===== src/rtl/mips_mux_pkg.sv =====
`default_nettype none
// ============================================================================
//  Module      : mips_mux_pkg
//  Description : Shared definitions for the MIPS datapath selection muxes.
//                Holds the occupancy encoding used by the registered mux
//                stage and a clog2 helper so that instantiation sites can
//                derive SEL_W from NUM_IN.
//  Revision    : 1.0 - initial release
// ============================================================================
package mips_mux_pkg;

  // Occupancy encoding, also driven directly onto the occupancy port.
  localparam logic [1:0] OCC_EMPTY = 2'd0;
  localparam logic [1:0] OCC_ONE   = 2'd1;
  localparam logic [1:0] OCC_FULL  = 2'd2;

  // Ceiling log2. Returns 0 for value <= 1.
  function automatic int clog2(input int value);
    int result;
    result = 0;
    for (int i = 0; i < 31; i++) begin
      if ((32'sd1 <<< i) < value) begin
        result = i + 1;
      end
    end
    return result;
  endfunction

endpackage : mips_mux_pkg
`default_nettype wire


===== src/rtl/mux_n_sel.sv =====
`default_nettype none
// ============================================================================
//  Module      : mux_n_sel
//  Description : Purely combinational NUM_IN:1 word selector. A select value
//                that does not address an input yields an all-zero word and
//                raises out_of_range.
//  Ports       : in_data      - flattened inputs, input k at [k*WIDTH +: WIDTH]
//                sel          - binary select
//                word         - selected (or zero-filled) word
//                out_of_range - sel >= NUM_IN
//  Revision    : 1.0 - initial release
// ============================================================================
module mux_n_sel #(
  parameter int WIDTH  = 32,
  parameter int NUM_IN = 3,
  parameter int SEL_W  = 2
) (
  input  logic [NUM_IN*WIDTH-1:0] in_data,
  input  logic [SEL_W-1:0]        sel,
  output logic [WIDTH-1:0]        word,
  output logic                    out_of_range
);

  // Decoded compare per input rather than an indexed part-select, so an
  // out-of-range select naturally falls through to the zero default.
  always_comb begin
    word = '0;
    for (int k = 0; k < NUM_IN; k++) begin
      if (sel == SEL_W'(k)) begin
        word = in_data[k*WIDTH +: WIDTH];
      end
    end
  end

  assign out_of_range = (32'(sel) >= 32'(NUM_IN));

endmodule : mux_n_sel
`default_nettype wire


===== src/rtl/mux_pipe_stage.sv =====
`default_nettype none
// ============================================================================
//  Module      : mux_pipe_stage
//  Description : N-way, W-bit selection mux with a registered output held in
//                a 2-entry skid buffer (main + skid register) and a
//                valid/ready handshake on both sides. Supports a synchronous
//                flush and flags out-of-range selects with a sticky error.
//  Ports       : clk, reset          - clock, async active-high reset
//                in_data/in_sel      - flattened data inputs and select
//                in_valid/in_ready   - producer handshake (in_ready registered)
//                flush               - discard all buffered words
//                out_data/out_valid  - head of buffer
//                out_ready           - consumer accepts head
//                sel_err             - sticky out-of-range select flag
//                occupancy           - words held (0..2)
//  Revision    : 1.0 - initial release
// ============================================================================
module mux_pipe_stage
  import mips_mux_pkg::*;
#(
  parameter int WIDTH  = 32,
  parameter int NUM_IN = 3,
  parameter int SEL_W  = 2
) (
  input  logic                    clk,
  input  logic                    reset,
  input  logic [NUM_IN*WIDTH-1:0] in_data,
  input  logic [SEL_W-1:0]        in_sel,
  input  logic                    in_valid,
  output logic                    in_ready,
  input  logic                    flush,
  output logic [WIDTH-1:0]        out_data,
  output logic                    out_valid,
  input  logic                    out_ready,
  output logic                    sel_err,
  output logic [1:0]              occupancy
);

  logic [WIDTH-1:0] r_main;
  logic [WIDTH-1:0] r_skid;
  logic [1:0]       r_occ;
  logic             r_in_ready;
  logic             r_sel_err;

  logic [WIDTH-1:0] w_word;
  logic             w_oor;
  logic             w_in_xfer;
  logic             w_out_xfer;
  logic [1:0]       w_occ_nxt;
  logic             w_main_we;
  logic             w_main_from_skid;
  logic             w_skid_we;

  mux_n_sel #(
    .WIDTH  (WIDTH),
    .NUM_IN (NUM_IN),
    .SEL_W  (SEL_W)
  ) u_sel (
    .in_data      (in_data),
    .sel          (in_sel),
    .word         (w_word),
    .out_of_range (w_oor)
  );

  assign out_valid  = (r_occ != OCC_EMPTY);
  assign w_in_xfer  = in_valid & r_in_ready;
  assign w_out_xfer = out_valid & out_ready;

  // Next occupancy and register write enables. Flush wins over everything:
  // nothing is written and the buffer empties, even if the consumer is
  // taking the head word in the same cycle.
  always_comb begin
    w_occ_nxt        = r_occ;
    w_main_we        = 1'b0;
    w_main_from_skid = 1'b0;
    w_skid_we        = 1'b0;
    if (flush) begin
      w_occ_nxt = OCC_EMPTY;
    end else begin
      case (r_occ)
        OCC_EMPTY: begin
          if (w_in_xfer) begin
            w_main_we = 1'b1;
            w_occ_nxt = OCC_ONE;
          end
        end
        OCC_ONE: begin
          if (w_in_xfer && !w_out_xfer) begin
            w_skid_we = 1'b1;
            w_occ_nxt = OCC_FULL;
          end else if (w_in_xfer && w_out_xfer) begin
            w_main_we = 1'b1;
          end else if (w_out_xfer) begin
            w_occ_nxt = OCC_EMPTY;
          end
        end
        OCC_FULL: begin
          // in_ready is low here, so only the skid->main move can happen.
          if (w_out_xfer) begin
            w_main_we        = 1'b1;
            w_main_from_skid = 1'b1;
            w_occ_nxt        = OCC_ONE;
          end
        end
        default: begin
          w_occ_nxt = OCC_EMPTY;
        end
      endcase
    end
  end

  always_ff @(posedge clk or posedge reset) begin
    if (reset) begin
      r_main     <= '0;
      r_skid     <= '0;
      r_occ      <= OCC_EMPTY;
      r_in_ready <= 1'b1;
      r_sel_err  <= 1'b0;
    end else begin
      r_occ      <= w_occ_nxt;
      // Registered from the next occupancy so that in_ready never has a
      // combinational path from out_ready.
      r_in_ready <= (w_occ_nxt != OCC_FULL);
      if (w_main_we) begin
        r_main <= w_main_from_skid ? r_skid : w_word;
      end
      if (w_skid_we) begin
        r_skid <= w_word;
      end
      if (w_in_xfer && !flush && w_oor) begin
        r_sel_err <= 1'b1;
      end
    end
  end

  assign in_ready  = r_in_ready;
  assign out_data  = r_main;
  assign sel_err   = r_sel_err;
  assign occupancy = r_occ;

endmodule : mux_pipe_stage
`default_nettype wire


===== config.mk =====
export PLATFORM = sky130hd
export DESIGN_NAME = mux_pipe_stage
export DESIGN_NICKNAME = d
export VERILOG_FILES = /design/src/rtl/mips_mux_pkg.sv /design/src/rtl/mux_n_sel.sv /design/src/rtl/mux_pipe_stage.sv
export SDC_FILE = /design/constraint.sdc
export NUM_CORES = 1
export LEC_CHECK = 0
export CELL_PAD_IN_SITES_DETAIL_PLACEMENT = 1
export CELL_PAD_IN_SITES_GLOBAL_PLACEMENT = 2
export CORE_MARGIN = 2
export CORE_UTILIZATION = 29
export CTS_BUF_LIST = sky130_fd_sc_hd__clkbuf_8
export DETAILED_ROUTE_END_ITERATION = 7
export HOLD_SLACK_MARGIN = 0.02
export PLACE_DENSITY = 0.8
export SYNTH_ARGS = -nofsm -noshare
export SYNTH_HDL_FRONTEND = slang
export SYNTH_SLANG_ARGS = --single-unit

===== constraint.sdc =====
create_clock -name clk -period 2.47 [get_ports clk]
set_input_delay 0.494 -clock clk [delete_from_list [all_inputs] [get_ports clk]]
set_output_delay 0.494 -clock clk [all_outputs]
set_load 0.005 [all_outputs]

# Word level (Yosys, flattened, before mapping)
# Index checks and enable logic that the tools add are counted.
[classes]
n_lt_le_gt_ge = 1
shift = 0
reduce_logical = 9
bitwise = 2
n_eq_ne = 5
div = 0
n_addsub = 0
n_mul = 0
mux = 22
[ops]
columns = ["op", "count"]
rows = [
  ["32-bit 2-to-1 mux", 4],
  ["2-bit 2-to-1 mux", 6],
  ["1-bit 2-to-1 mux", 10],
  ["2-bit one-hot mux with 3 select lines", 1],
  ["2-bit by 1-bit == test with 1-bit output (second input constant)", 2],
  ["2-bit == test (second input constant)", 2],
  ["1-bit logical AND", 4],
  ["2-bit logical NOT", 2],
  ["1-bit one-hot mux with 3 select lines", 1],
  ["1-bit bitwise AND", 2],
  ["2-bit greater-or-equal comparator (second input constant)", 1],
  ["1-bit logical NOT", 2],
  ["2-bit != test (second input constant)", 1],
  ["2-bit nonzero test", 1],
]
[word_totals]
elab_cells = 44
mem_count = 0
output_inout_bits = 37
inputBits = 103
ram_bits = 0
mem_bits_ro = 0
reg_bits = 68
latchBits = 0

# Depth between registers and ports, before layout
[logic_depth]
word_depth = 8
depth_mapped = 7
depth_no_buf = 4

# Hierarchy
# Synthesis repeated with hierarchy kept, for this count alone.
[unflattened]
cells_unflattened = 340
area_unflattened_um2 = 4000.1
[by_module_without_submodules]
columns = ["module", "area_each_um2", "seq_area_each_um2", "cells_each", "n_inst"]
rows = [
  ["mux_pipe_stage", 3052.9, 1702.9, 262, 1],
  ["mux_n_sel", 947.2, 0.0, 78, 1],
]

# Worst setup path after synthesis
# OpenSTA, ideal clock, no wires.
[synth_path]
path_kind = "in2reg"
startpoint = "input in_sel[0]"
endpoint = "register r_main[0] (netlist: out_data[0])"
setup_ns = 0.125
required_time_ns = 2.345
stages = 6
n_path_buf = 2
arrival_time_ns = 1.703
slack_ns = 0.642
path_cell_list = "buf_2 > buf_2 > mux2i_1 > o2bb2ai_1 > mux2_2 > mux2_2"
[synth_between]
elab_chain_cells = 5
word_cells_on_any_way = 7
classes_between = "2 x eq/ne; 4 x mux; 1 x reduce/logical"
[synth_lines]
columns = ["element", "line", "text"]
rows = [
  ["start, declared", "mux_pipe_stage.sv:28", "input logic [SEL_W-1:0] in_sel,"],
  ["2-bit logical NOT", "mux_n_sel.sv:29", "if (sel == SEL_W'(k)) begin"],
  ["32-bit 2-to-1 mux (2 in series)", "mux_n_sel.sv:29", ""],
  ["32-bit 2-to-1 mux (*)", "mux_n_sel.sv:29", ""],
  ["32-bit 2-to-1 mux (*)", "mux_pipe_stage.sv:125", "r_main <= w_main_from_skid ? r_skid : w_word;"],
  ["end signal, assigned", "mux_pipe_stage.sv:125", ""],
  ["end, declared", "mux_pipe_stage.sv:39", "logic [WIDTH-1:0] r_main;"],
]
# Every way passes the cells marked *; elsewhere a longest branch is shown, timed or not.
# A chain may end at the register's enable or synchronous reset.

# Worst setup path in the final report
[layout_path]
startpoint = "register r_occ[1] (netlist: occupancy[1])"
endpoint = "output out_valid"
[layout_between]
elab_chain_cells = 1
[layout_lines]
columns = ["element", "line", "text"]
rows = [
  ["start, declared", "mux_pipe_stage.sv:41", "logic [1:0] r_occ;"],
  ["start signal, assigned", "mux_pipe_stage.sv:120", "r_occ <= w_occ_nxt;"],
  ["2-bit nonzero test", "mux_pipe_stage.sv:65", "assign out_valid = (r_occ != OCC_EMPTY);"],
  ["end, declared", "mux_pipe_stage.sv:33", "output logic out_valid,"],
]
# Every way passes these cells.

==> results.txt <==
- From synthesis to final layout, the design area changed by 49.3%.
- Core box area: 12200 um^2
- Counting instances, the worst hold path has a depth of 1.
- 140 I/O pins were placed.
- After clock tree synthesis, the setup repair step added 0 buffers.
* Total Wirelength: 9870 um
- Pre-CTS WS: 0.0828 ns
- Setup violations remaining at the end of the flow were counted as 0.
* Most common cell after layout, fill and taps aside: clkdlybuf4s50_1
- Summed over all failing endpoints, the final setup total negative slack is 0 ns.
* Via/cell ratio: 4.72
- In the finished design, the share of the clock period the worst path needs comes to 0.820.
* Antenna violations before repair: 0
- In the global route stage, overall resource usage came out at 0.152.
- The number of global-route vias before repair was 3082.
- Final instance area: 5450 um^2
* Result of the run: finished clean
- After clock tree synthesis, the clock-pin slew on the worst setup and hold paths is 0.07 ns.
- Number of cells after detailed placement: 566
* Count of pins over their slew limit: 0
- Leaving out filler cells and counting taps, the final layout contains 582.
- TritonCTS built the clock tree.
- Summing over every cut layer, the via total after detailed routing is 2746.
* Startpoint of the lowest-slack register-to-register path: in_ready
* Critical path class: flip-flop to output port
- Total Nets Final: 512
* Count of warnings emitted by yosys: 0
- Category of the worst setup path capture point: output port
- After synthesis the netlist holds a flip-flop and latch count of 68.
- Total power of the final layout: 3.38 mW
- Cell variety after synth: 25
- For this design the static power due to leakage is 2.30 nW.
- The hold violation count in the final report came to 0.
- The detail route stage leaves a number of antenna-violating nets equal to 0.
- Htree depth: 3
* Syn Std Cell Area: 3650 um^2
- After detailed routing, the average wire length per cell comes to 17.0 um.
- Placed cell areas: 5250 um^2
- Sink Count: 68
- The repair_antennas step left the layout with diodes totalling 0.
* Num CTS Buffers: 9
- For the worst setup path, the data required time is 1.98 ns.
- Initial detailed-routing violation count: 55
- Hold buffer count at cts: 0
- The initialized floorplan defines 40 standard-cell rows.
* Number of max-capacitance violations reported: 0
* Multi-input logic area: 1820 um^2
* Commonest non-fill, non-tap cells in the layout: 138 x clkdlybuf4s50_1, 95 x mux2_2, 67 x dfrtp_1, 32 x mux2i_1, 32 x o2bb2ai_1
- Fmax: 0.493 GHz
- The setup check on the worst reg-to-reg path leaves a slack of 0.58 ns.
- Fill cells in the final layout number 1306.
* R2R Path End: out_data[16]
- Hold Slack: 0.498 ns
- The compound-gate portion of the synthesized area is 0.0868.
* Final core utilization: 0.448
- STA puts the critical path data arrival time at 1.53 ns.
- Clock latency at the later pin of the worst-skew pair: 0.35 ns
- Synthesized area per cell: 13.6 um^2
- Startpoint of the tightest hold check path: sel_err
- Total nets after synthesis: 372
* Die extent in x: 116 um
* Minimum period implied by the final worst setup slack: 2.03 ns
- Measured against the total synthesized area, the mux share comes to 0.384.
* Worst relative slew slack: 0.444
- The total overflow left after global routing is 0.
- Port Buffers: 139
- Measured along the y axis, the die boundary spans 116 um.
- Of the total synthesized cell area, the portion taken by XOR and XNOR cells is 0.00240.
* Area occupied by registers: 1700 um^2
- At the end of routability-driven placement, the weighted congestion stood at 0.659.
- At the pin with the least slew margin, the transition time is 0.833 ns.
* Combinational family with the most area after synthesis: multiplexers
- Pin count of the biggest net entering global routing: 39
* Effective utilization at floorplan: 0.300
* Cell count after synthesis: 269
- Min-delay worst type: flip-flop to flip-flop
* Power per Cell Area: 621 nW/um^2
- Fraction of final layout cells with drive strength greater than 1: 0.314
* Kind of start point of the critical path: flip-flop
* RSZ-0062 raised after global routing: false
- The worst hold path terminates at sel_err.
- Synthesized-area fraction occupied by adder cells: 0
* Total iterations of the first detailed-routing run: 6
* First-pass GRT wire length: 15600 um
- CTS root buf: clkbuf_8
- Buffer levels on the longest clock path: 2
- Detailed-placement wirelength estimate: 6920 um
- The die covers 13500 um^2.
* Worst IR Drop VDD: 0.238 mV
- Worst setup skew after layout: 0.00763 ns
- Largest fanout on the critical path: 7
- Post-CTS sizing: 0
- R2R cell count: 5
- Simple-gate share of the synthesized area: 0.0216
- Setup slack on the critical path of the routed design comes to 0.443 ns.
- In the routed design, unresolved DRC markers number 0.
- Sequential share of the synthesized area: 0.467
==> cells by family after synthesis <==
group	after synthesis
XOR/XNOR	1
multiplexers	128
flip-flops	68
buffers and inverters	23
AO/OA/AOI/OAI	36
AND/OR/NAND/NOR	13
==> layout make-up <==
class                           count  share of cell area
Inverter                            2             0.00138
Sequential cell                    68               0.313
Clock inverter                      6              0.0117
Timing Repair Buffer              150               0.276
Clock buffer                       10              0.0253
Multi-Input combinational cell    178               0.334
Tap cell                          168              0.0386
==> synthesized netlist by cell type, drive strengths merged <==
cell     instances  area share
dfstp            1      0.0072
mux2i           32       0.088
o21a             1      0.0021
nor3b            1      0.0021
o21bai           1      0.0021
dfrtp           67        0.46
xor2             1      0.0024
buf             17       0.032
nor2             3      0.0038
nor2b            3      0.0051
or3              1      0.0031
a21oi            1      0.0045
nand3b           1      0.0021
mux2            96        0.30
inv              2      0.0021
nand2            2      0.0021
o2bb2ai         32       0.077
o21ai            1      0.0014
clkbuf           4      0.0041
or2              1      0.0017
nand4            1      0.0017
==> sequential cells by signal, summed over array words and instances (netlist names) <==
| register | cells |
|---|---|
| in_ready | 1 |
| out_data | 32 |
| occupancy | 2 |
| sel_err | 1 |
| r_skid | 32 |
==> worst max path at each step <==
stage	depth (start not counted)	end	slack, ns	start
finish	2	out_valid	0.44	occupancy[1]
global route	2	out_valid	0.34	occupancy[1]
CTS	2	out_valid	0.41	occupancy[1]
detailed placement	6	out_data[16]	0.08	out_ready
global placement	6	out_data[14]	0.12	out_ready
floorplan	1	occupancy[0]	0.27	reset
==> worst max-delay path: stages, from the launching register on <==
cell and delay (ns):
dfrtp_1 0.45, or2_2 0.29, clkdlybuf4s50_1 0.44
==> metal layers <==
metal / vias up / track usage / wire length [um]
li1: 1289 / - / -
met1: 1365 / 0.169 / 3920
met2: 85 / 0.281 / 5170
met3: 7 / 0.0540 / 698
met4: 0 / 0.0333 / 87
met5: - / 0 / 0
==> report_power, final <==
| group | switching [mW] | internal (mW) |
|---|---|---|
| combinational | 0.302 | 0.643 |
| sequential | 0.130 | 1.38 |
| clock | 0.436 | 0.493 |
| total | 0.867 | 2.52 |
(Power assumes the default switching activity.)
